### config.mk
export PLATFORM = sky130hd
export DESIGN_NAME = tcp_passive_open
export DESIGN_NICKNAME = d
export VERILOG_FILES = /design/src/rtl/tcp_passive_open.sv
export SDC_FILE = /design/constraint.sdc
export NUM_CORES = 1
export LEC_CHECK = 0
export ABC_CLOCK_PERIOD_IN_PS = 4350
export CORE_MARGIN = 2
export CORE_UTILIZATION = 50
export CTS_BUF_LIST = sky130_fd_sc_hd__clkbuf_8
export DETAILED_ROUTE_END_ITERATION = 8
export PLACE_DENSITY = 0.82
export RECOVER_POWER = 100
export SLEW_MARGIN = 40
export SYNTH_ARGS = -nofsm -noshare
export SYNTH_HDL_FRONTEND = slang
export SYNTH_SLANG_ARGS = --single-unit
### constraint.sdc
create_clock -name clk -period 4.35 [get_ports clk]
set_clock_uncertainty 0.15 [all_clocks]
set_input_delay 0.87 -clock clk [delete_from_list [all_inputs] [get_ports clk]]
set_output_delay 0.87 -clock clk [all_outputs]
set_load 0.1 [all_outputs]
### src/rtl/tcp_passive_open.sv
// tcp_passive_open
//   Responder side of the TCP three-way handshake. Waits in LISTEN for a
//   client SYN, answers with SYN-ACK carrying the local ISN, retransmits the
//   SYN-ACK on timeout up to MAX_RETRY times, and moves to ESTABLISHED once a
//   correctly numbered ACK arrives. A peer RST abandons the handshake.
//
// Ports
//   clk          rising-edge clock
//   reset        synchronous, active-low reset
//   listen       level, enables passive open
//   syn_in       strobe, SYN segment present
//   ack_in       strobe, ACK segment present
//   rst_in       strobe, peer RST segment present
//   seq_in       sequence field of the current segment
//   ack_num_in   acknowledgement field of the current segment
//   syn_ack_out  strobe, transmit SYN-ACK
//   seq_out      local sequence number
//   ack_out      acknowledgement number (peer ISN + 1)
//   established  level, high only in ESTABLISHED
//   abort        strobe, handshake abandoned
//   state_out    current state encoding
module tcp_passive_open #(
    parameter int          SEQ_W     = 32,
    parameter logic [31:0] ISN       = 32'h0000_1000,
    parameter int          TIMEOUT   = 16,
    parameter int          MAX_RETRY = 3
) (
    input  logic             clk,
    input  logic             reset,
    input  logic             listen,
    input  logic             syn_in,
    input  logic             ack_in,
    input  logic             rst_in,
    input  logic [SEQ_W-1:0] seq_in,
    input  logic [SEQ_W-1:0] ack_num_in,
    output logic             syn_ack_out,
    output logic [SEQ_W-1:0] seq_out,
    output logic [SEQ_W-1:0] ack_out,
    output logic             established,
    output logic             abort,
    output logic [1:0]       state_out
);

    localparam int TMR_W = $clog2(TIMEOUT);
    localparam int RTY_W = (MAX_RETRY > 0) ? $clog2(MAX_RETRY + 1) : 1;

    localparam logic [SEQ_W-1:0] ISN_L    = SEQ_W'(ISN);
    localparam logic [SEQ_W-1:0] ISN_P1   = ISN_L + SEQ_W'(1);
    // Timer counts down to zero; loading TIMEOUT-1 makes the expiry fall
    // exactly TIMEOUT cycles after the SYN-ACK that loaded it.
    localparam logic [TMR_W-1:0] TMR_LOAD = TMR_W'(TIMEOUT - 1);
    localparam logic [RTY_W-1:0] RTY_MAX  = RTY_W'(MAX_RETRY);

    typedef enum logic [1:0] {
        CLOSED      = 2'b00,
        LISTEN      = 2'b01,
        SYN_RCVD    = 2'b10,
        ESTABLISHED = 2'b11
    } state_t;

    state_t             state_q, state_d;
    logic [SEQ_W-1:0]   irs_q, irs_d;
    logic [SEQ_W-1:0]   seq_q, seq_d;
    logic [SEQ_W-1:0]   ack_q, ack_d;
    logic [TMR_W-1:0]   timer_q, timer_d;
    logic [RTY_W-1:0]   retry_q, retry_d;
    logic               syn_ack_q, syn_ack_d;
    logic               abort_q, abort_d;

    logic               ack_ok;
    logic               dup_syn;
    logic               expired;

    assign ack_ok  = ack_in && (ack_num_in == ISN_P1) && (seq_in == irs_q + SEQ_W'(1));
    assign dup_syn = syn_in && (seq_in == irs_q);
    assign expired = (timer_q == '0);

    always_comb begin
        state_d   = state_q;
        irs_d     = irs_q;
        seq_d     = seq_q;
        ack_d     = ack_q;
        timer_d   = timer_q;
        retry_d   = retry_q;
        syn_ack_d = 1'b0;
        abort_d   = 1'b0;

        case (state_q)
            CLOSED: begin
                if (listen) state_d = LISTEN;
            end
            LISTEN: begin
                if (!listen) begin
                    state_d = CLOSED;
                end else if (syn_in) begin
                    state_d   = SYN_RCVD;
                    irs_d     = seq_in;
                    ack_d     = seq_in + SEQ_W'(1);
                    seq_d     = ISN_L;
                    syn_ack_d = 1'b1;
                    timer_d   = TMR_LOAD;
                    retry_d   = '0;
                end
            end
            SYN_RCVD: begin
                // Priority: RST, valid ACK, duplicate SYN, timer expiry.
                if (rst_in) begin
                    abort_d = 1'b1;
                    state_d = listen ? LISTEN : CLOSED;
                end else if (ack_ok) begin
                    state_d = ESTABLISHED;
                    seq_d   = ISN_P1;
                end else if (dup_syn) begin
                    syn_ack_d = 1'b1;
                    timer_d   = TMR_LOAD;
                end else if (expired) begin
                    if (retry_q == RTY_MAX) begin
                        abort_d = 1'b1;
                        state_d = listen ? LISTEN : CLOSED;
                    end else begin
                        syn_ack_d = 1'b1;
                        retry_d   = retry_q + RTY_W'(1);
                        timer_d   = TMR_LOAD;
                    end
                end else begin
                    timer_d = timer_q - TMR_W'(1);
                end
            end
            ESTABLISHED: begin
                if (rst_in) state_d = CLOSED;
            end
            default: state_d = CLOSED;
        endcase
    end

    always_ff @(posedge clk) begin
        if (!reset) begin
            state_q   <= CLOSED;
            irs_q     <= '0;
            seq_q     <= '0;
            ack_q     <= '0;
            timer_q   <= '0;
            retry_q   <= '0;
            syn_ack_q <= 1'b0;
            abort_q   <= 1'b0;
        end else begin
            state_q   <= state_d;
            irs_q     <= irs_d;
            seq_q     <= seq_d;
            ack_q     <= ack_d;
            timer_q   <= timer_d;
            retry_q   <= retry_d;
            syn_ack_q <= syn_ack_d;
            abort_q   <= abort_d;
        end
    end

    assign syn_ack_out = syn_ack_q;
    assign seq_out     = seq_q;
    assign ack_out     = ack_q;
    assign abort       = abort_q;
    assign established = (state_q == ESTABLISHED);
    assign state_out   = state_q;

endmodule

==> results.md, run 1 <==
* Status: complete, no violations
* Final Max Tran Viols at 0
* Commonest non-fill, non-tap cell in the layout: nand2_1
* Switching power total at about 0.76 mW
* Overall Global Routing Usage at 25.5%
* First-pass GRT wire length at 23.0 mm
* Synth warnings at 0
* Hold_ws at ~0.31 ns
* Die ar. at 0.0113 mm2
* DP HPWL at around 11 mm
* Slew HR at between 8 and 9%
* Sequential fraction of the synthesis area at around 29%
* Antenna-violating nets left at 0
* Grt ovf at 0
* Critical path data required time at 4.41 ns
* Final Total Pwr at 2.00 mW
* CTS tree: done
* Finished layout cell area at just over 0.006 mm2
* Clock slew at reported path FFs at roughly 0.080 ns
* Final Hold Vio Count at 0
* Worst hold path depth at 2
* Critical-path maximum fanout at 18
* Diodes inserted at 0
* Worst Hold Launch: ack_out[1]
* CTS Buf Count at 9
* RSZ-0062 raised after global routing: no
* Via count at 5,193
* Largest net degree at the start of global routing at 37
* Avg Synthesized Cell Area at ~7.8 um2
* Pleak at approximately 2.2 nW
* Post-Route WL at approximately 15 mm
* Sum of negative setup slack at 0 ns
* Sequential Power Share at 38.4%
* Crit path kind: reg2reg
* Hold Path Sink: ack_out[1]
* Core Area at a little over 0.01 mm2
* GR Util met1 at approximately a third
* CTS root buffer: clkbuf_8
* Initial Utilization at 50.9%
* Cells after synthesis at around 670
* CP Capture Type: flip-flop
* Distinct cells, synth at 75
* Clock sinks at 76
* Mapped cell area at around 0.0052 mm2
* Max-cap violations at 0
* Commonest cells after routing, fill and taps aside: 94 x nand2_1, 76 x dfxtp_1, 65 x clkdlybuf4s50_1, 54 x nor2_1
* Internal at around 1.2 mW
* CP Cell Sequence: ha_1 > nand3_1 > or4_4 > a2111oi_4 > o21a_1 > o221ai_1 > or4_1 > clkbuf_2 > a21oi_1 > a221oi_1
* M3 GR Usage at 4.48%
* Antenna violations before repair at 0
* Startpoint Class: flip-flop
* H-tree depth at 3
* Crit-path slowest cell: or4_4
* Final setup violation count at 0
* Final min period at 3.88 ns
* Layout cell share with drive strength beyond 1 at 7.02%
* Vias/cell at 5.74
* Vias in the first global route at 4,690
* DRT iter0 DRCs at 322
* Top_reg_cell synth: dfxtp_1
* Die W at ~110 um
* Clock Latency Late Sink at 0.37 ns
* Comb pwr share at 30.3%
* R2r worst-path depth at 10
* Post-synth EDFFs at 0
* Clock power share at 31.2%
* Max incr delay on CP at around 0.66 ns
* CTS Buffer Depth at 2
* GR Util met2 at between 40 and 50%
* Worst r2r src: irs_q[0]
* FMAX at approximately 0.26 GHz
* Rows at 37
* Area grow syn2layout at 19.3%
* RePlAce Congestion at 0.988
* Peak VDD IR at between 0.15 and 0.2 mV
* Post-DR wirelength/cell at 16.2 um
* Flops & latches, synth at between 70 and 80
* Hold Path Class: reg2reg
* Post-synthesis async set-or-reset flop share at 0%
* I/O Buffers at 108
* Switch share at approximately two fifths
* # resized after CTS at 0
* Gr busiest metal: met2
* Nets at around 840
* WP data arrival at around 3.9 ns
* Pwr Density at ~320 mW/mm2
* Die height at approximately 110 um
* DRC viols at 0
* Area after DPL at 0.00607 mm2
* Worst r2r dst: timer_q[0]
* Drt first pass iters at 5
* Period utilisation layout at between 80% and 90%
* # hold bufs at CTS at 0
* Setup slack, reg-to-reg at 0.47 ns
* Actual slew at the worst max-slew pin at approximately 1.4 ns
* Postcts setup bufs at 0
* Io pins at ~140
## layout make-up
type                            count  area [um2]
Fill cell                         955        4020
Clock buffer                       10         138
Inverter                           16        60.1
Sequential cell                    76        1520
Multi-Input combinational cell    533        3280
Timing Repair Buffer              128         962
Tap cell                          136         170
Clock inverter                      6        87.6
## synth_stat cells (8+ instances only)
library cell  count  area share (%)
nand2_1          94             6.8
dfxtp_1          76              29
nor2_1           54             3.9
a21oi_1          45             4.3
xor2_1           40             6.7
buf_4            31             4.5
clkbuf_1         30             2.2
xnor2_1          26             4.4
nand3_1          25             2.4
a211oi_1         24             3.5
nand4_1          20             2.4
nor3_1           17             1.6
inv_1            15             1.1
nor4_1           13             1.6
and3_1           12             1.4
o21ai_0          10            0.96
a311oi_1          9             1.5
ha_1              9             2.2
or3_1             9             1.1
and4_1            8             1.3
## per-stage QoR
stage	instances	setup WS, ns	utilization, %
2_1_floorplan	700	0.728	-
3_3_place_gp	889	0.391	61.2
3_5_place_dp	889	0.342	59.3
4_1_cts	905	0.723	61.5
5_1_grt	905	0.250	60.8
6_report	905	0.465	60.8
## worst max-delay path by stage
stage | startpoint | end
floorplan | seq_in[26] | seq_out[12]
global placement | seq_in[21] | seq_out[12]
detailed placement | seq_in[21] | seq_out[12]
CTS | irs_q[0] | seq_out[12]
global route | irs_q[0] | timer_q[0]
finish | irs_q[0] | timer_q[0]
## flip-flops by register name (all words and copies together) (netlist names)
| register | cells |
|---|---|
| seq_out | 2 |
| abort | 1 |
| syn_ack_out | 1 |
| timer_q | 4 |
| ack_out | 32 |
| irs_q | 32 |
| retry_q | 2 |
| state_out | 2 |
## layer usage
metal  vias up  part of all wire (%)
li1       2521                     -
met1      2454                    45
met2       188                    47
met3        30                   5.8
met4         0                   2.5
met5         -                     0
## power groups by stage
stage          combinational (mW)  sequential, mW  clock (mW)
5_1_grt                     0.641           0.772       0.659
3_3_place_gp                0.617           0.780           0
4_1_cts                     0.609           0.766       0.627
2_1_floorplan               0.341           0.913           0
6_report                    0.606           0.767       0.623
3_5_place_dp                0.608           0.782           0
## worst max-delay path, delay by kind of cell (launching register included)
family,cells,cell delay (ns)
fa+ha+maj,1,0.27
compound gates,5,1.09
buf+inv,1,0.29
simple gates,3,1.51
flops,1,0.42
## logic make-up (layout without fill, tap and decap cells)
family	count (synthesis)	count (layout)	share of synthesized area [%]
other cells	1	30	0.0719
mux	3	3	0.576
fa+ha+maj	9	9	2.16
xor+xnor	66	66	11.1
flops	76	76	29.2
simple gates	294	294	28.8
compound gates	131	131	18.2
buf+inv	91	160	9.94
Power figures use the tool's default switching activity.
==> run 2: changes to the inputs <==
- ABC_CLOCK_PERIOD_IN_PS: 4350 -> 5000
- GPL_TIMING_DRIVEN: not set -> 0
- clock period: 4.35 -> 5 ns (I/O delays scaled with it)
==> results.md, run 2 (synthesis results as in run 1) <==
* Overall Global Routing Usage at 27.7% (+2.2 points)
* Postcts setup bufs at 0 (unchanged)
* CTS root buffer: clkbuf_8
* Commonest cells after routing, fill and taps aside: 94 x nand2_1, 76 x dfxtp_1, 72 x clkbuf_1, 54 x nor2_1, 52 x clkdlybuf4s50_1
* Vias/cell at 5.73 (-0.17%)
* Drt first pass iters at 5 (unchanged)
* Critical path data required time at 5.09 ns (+0.68 ns)
* Largest net degree at the start of global routing at 15 (-59%)
* Routed length on met2 at 7.65 mm (+11%)
* DP Cell Count at 931 (+4.7%)
* Worst r2r src: irs_q[0]
* Area grow syn2layout at 22.6%
* Peak VDD IR at 0.126 mV (-29%)
* Final min period at approximately 4.3 ns
* Crit path kind: in2reg
* Io pins at 139 (unchanged)
* DRC viols at 0 (unchanged)
* I/O Buffers at 95 (-12%)
* CTS tree: done
* Hold Path Class: reg2reg
* DP HPWL at 12.3 mm (+8.7%)
* Final core occ at 62.5% (+1.7 points)
* DRT iter0 DRCs at 445 (+38%)
* Slew HR at 21.0% (+13 points)
* Nets at 885 (+5.0%)
* Final Hold Vio Count at 0 (unchanged)
* Final setup violation count at 0 (unchanged)
* Top sig layer: met4
* Layout cell share with drive strength beyond 1 at 10.1% (+3.1 points)
* RePlAce Congestion at 0.962 (-2.6%)
* Die height at 106 um (unchanged)
* CTS Buffer Depth at 2 (unchanged)
* Non-filler cells, final at 947 (+4.6%)
* RSZ-0062 raised after global routing: no
* Worst Hold Launch: ack_out[1]
* Sum of negative setup slack at 0 ns (unchanged)
* R2r worst-path depth at 11 (+1)
* Post-DR wirelength/cell at 16.4 um (+1.1%)
* Via count at 5,425 (+4.5%)
* Clock sinks at 76 (unchanged)
* Clock slew at reported path FFs at 0.08 ns (about the same)
* Initial Utilization at 50.9% (unchanged)
* CP startpoint: seq_in[21]
* # hold bufs at CTS at 0 (unchanged)
* Die ar. at 0.0113 mm2 (unchanged)
* Vias in the first global route at 5,222 (+11%)
* Metal-1 WL at 6.40 mm (-2.2%)
* Clock Latency Late Sink at 0.37 ns (about the same)
* Core Area at 0.0102 mm2 (unchanged)
* Commonest non-fill, non-tap cell in the layout: nand2_1
* Status: complete, no violations
* Pleak at 2.29 nW (+6.3%)
* Startpoint Class: input pin
* Pwr Density at 268 mW/mm2 (-16%)
* Die W at 106 um (unchanged)
* Worst r2r dst: state_out[1]
* Antenna-violating nets left at 0 (unchanged)
* Final Max Tran Viols at 0 (unchanged)
* Setup slack, reg-to-reg at 0.99 ns (+0.52 ns)
* # fillers at 976 (+2.2%)
* Diodes inserted at 0 (unchanged)
* CP Capture Type: flip-flop
* Finished layout cell area at 0.00639 mm2 (+2.8%)
* FMAX at 0.232 GHz
* Actual slew at the worst max-slew pin at 1.19 ns (-0.190 ns)
* Worst hold path depth at 2 (unchanged)
* Max-cap violations at 0 (unchanged)
* Period utilisation layout at ~86%
* Post-Route WL at 15.5 mm (+5.8%)
* # resized after CTS at 0 (unchanged)
* Area after DPL at 0.00625 mm2 (+3.0%)
* DR WL met3 at 976 um (+16%)
* WP data arrival at 4.40 ns (+0.46 ns)
* Critical-path maximum fanout at 10 (-8)
* Worst Setup EP: state_out[1]
* Antenna violations before repair at 0 (unchanged)
* H-tree depth at 3 (unchanged)
* First-pass GRT wire length at 24.9 mm (+8.5%)
* Grt ovf at 0 (unchanged)
* CTS Buf Count at 9 (unchanged)
* Rows at 37 (unchanged)
-- run 2: where the power goes --
part / switching [mW] / total, mW / internal [mW]
combinational: 0.399 / 0.546 / 0.148
sequential: 0.0276 / 0.666 / 0.638
clock: 0.252 / 0.501 / 0.249
-- run 2: critical path, stage by stage --
cell	delay, ns
dlygate4sd3_1	0.69
xor2_1	0.45
nor3b_1	0.22
and3_1	0.17
o22ai_1	0.09
a211o_2	0.26
or4_1	0.53
clkbuf_1	0.26
clkbuf_1	0.31
a41oi_1	0.30
o21ai_0	0.13
-- run 2: cell type report --
class / instances / area, um2 / area share (%)
clock inverters: 6 / 70.1 / 1.10
plain buffers: 75 / 443 / 6.93
clock buffers: 10 / 138 / 2.15
inverters: 16 / 60.1 / 0.940
well taps: 136 / 170 / 2.66
multi-input cells: 533 / 3280 / 51.4
flip-flops and latches: 76 / 1520 / 23.8
repair buffers: 95 / 707 / 11.1
-- run 2: metal layers --
metal	vias to the layer above	track usage, %
li1	2609	-
met1	2536	34.0
met2	243	48.0
met3	37	3.80
met4	0	12.8
met5	-	0
-- run 2: how the worst min path moves through the flow --
stage,end,slack (ns)
2_1_floorplan,timer_q[1],0.29
3_3_place_gp,ack_out[1],0.30
3_5_place_dp,ack_out[1],0.30
4_1_cts,ack_out[1],0.31
5_1_grt,irs_q[31],0.33
6_report,ack_out[1],0.31
-- run 2: stage by stage --
step           hold WS [ns]  setup WS (ns)  power [mW]
5_1_grt               0.334          0.478        1.78
2_1_floorplan         0.294           1.25        1.09
4_1_cts               0.312           1.11        1.72
6_report              0.314          0.686        1.71
3_3_place_gp          0.295          0.643        1.23
3_5_place_dp          0.301          0.733        1.23
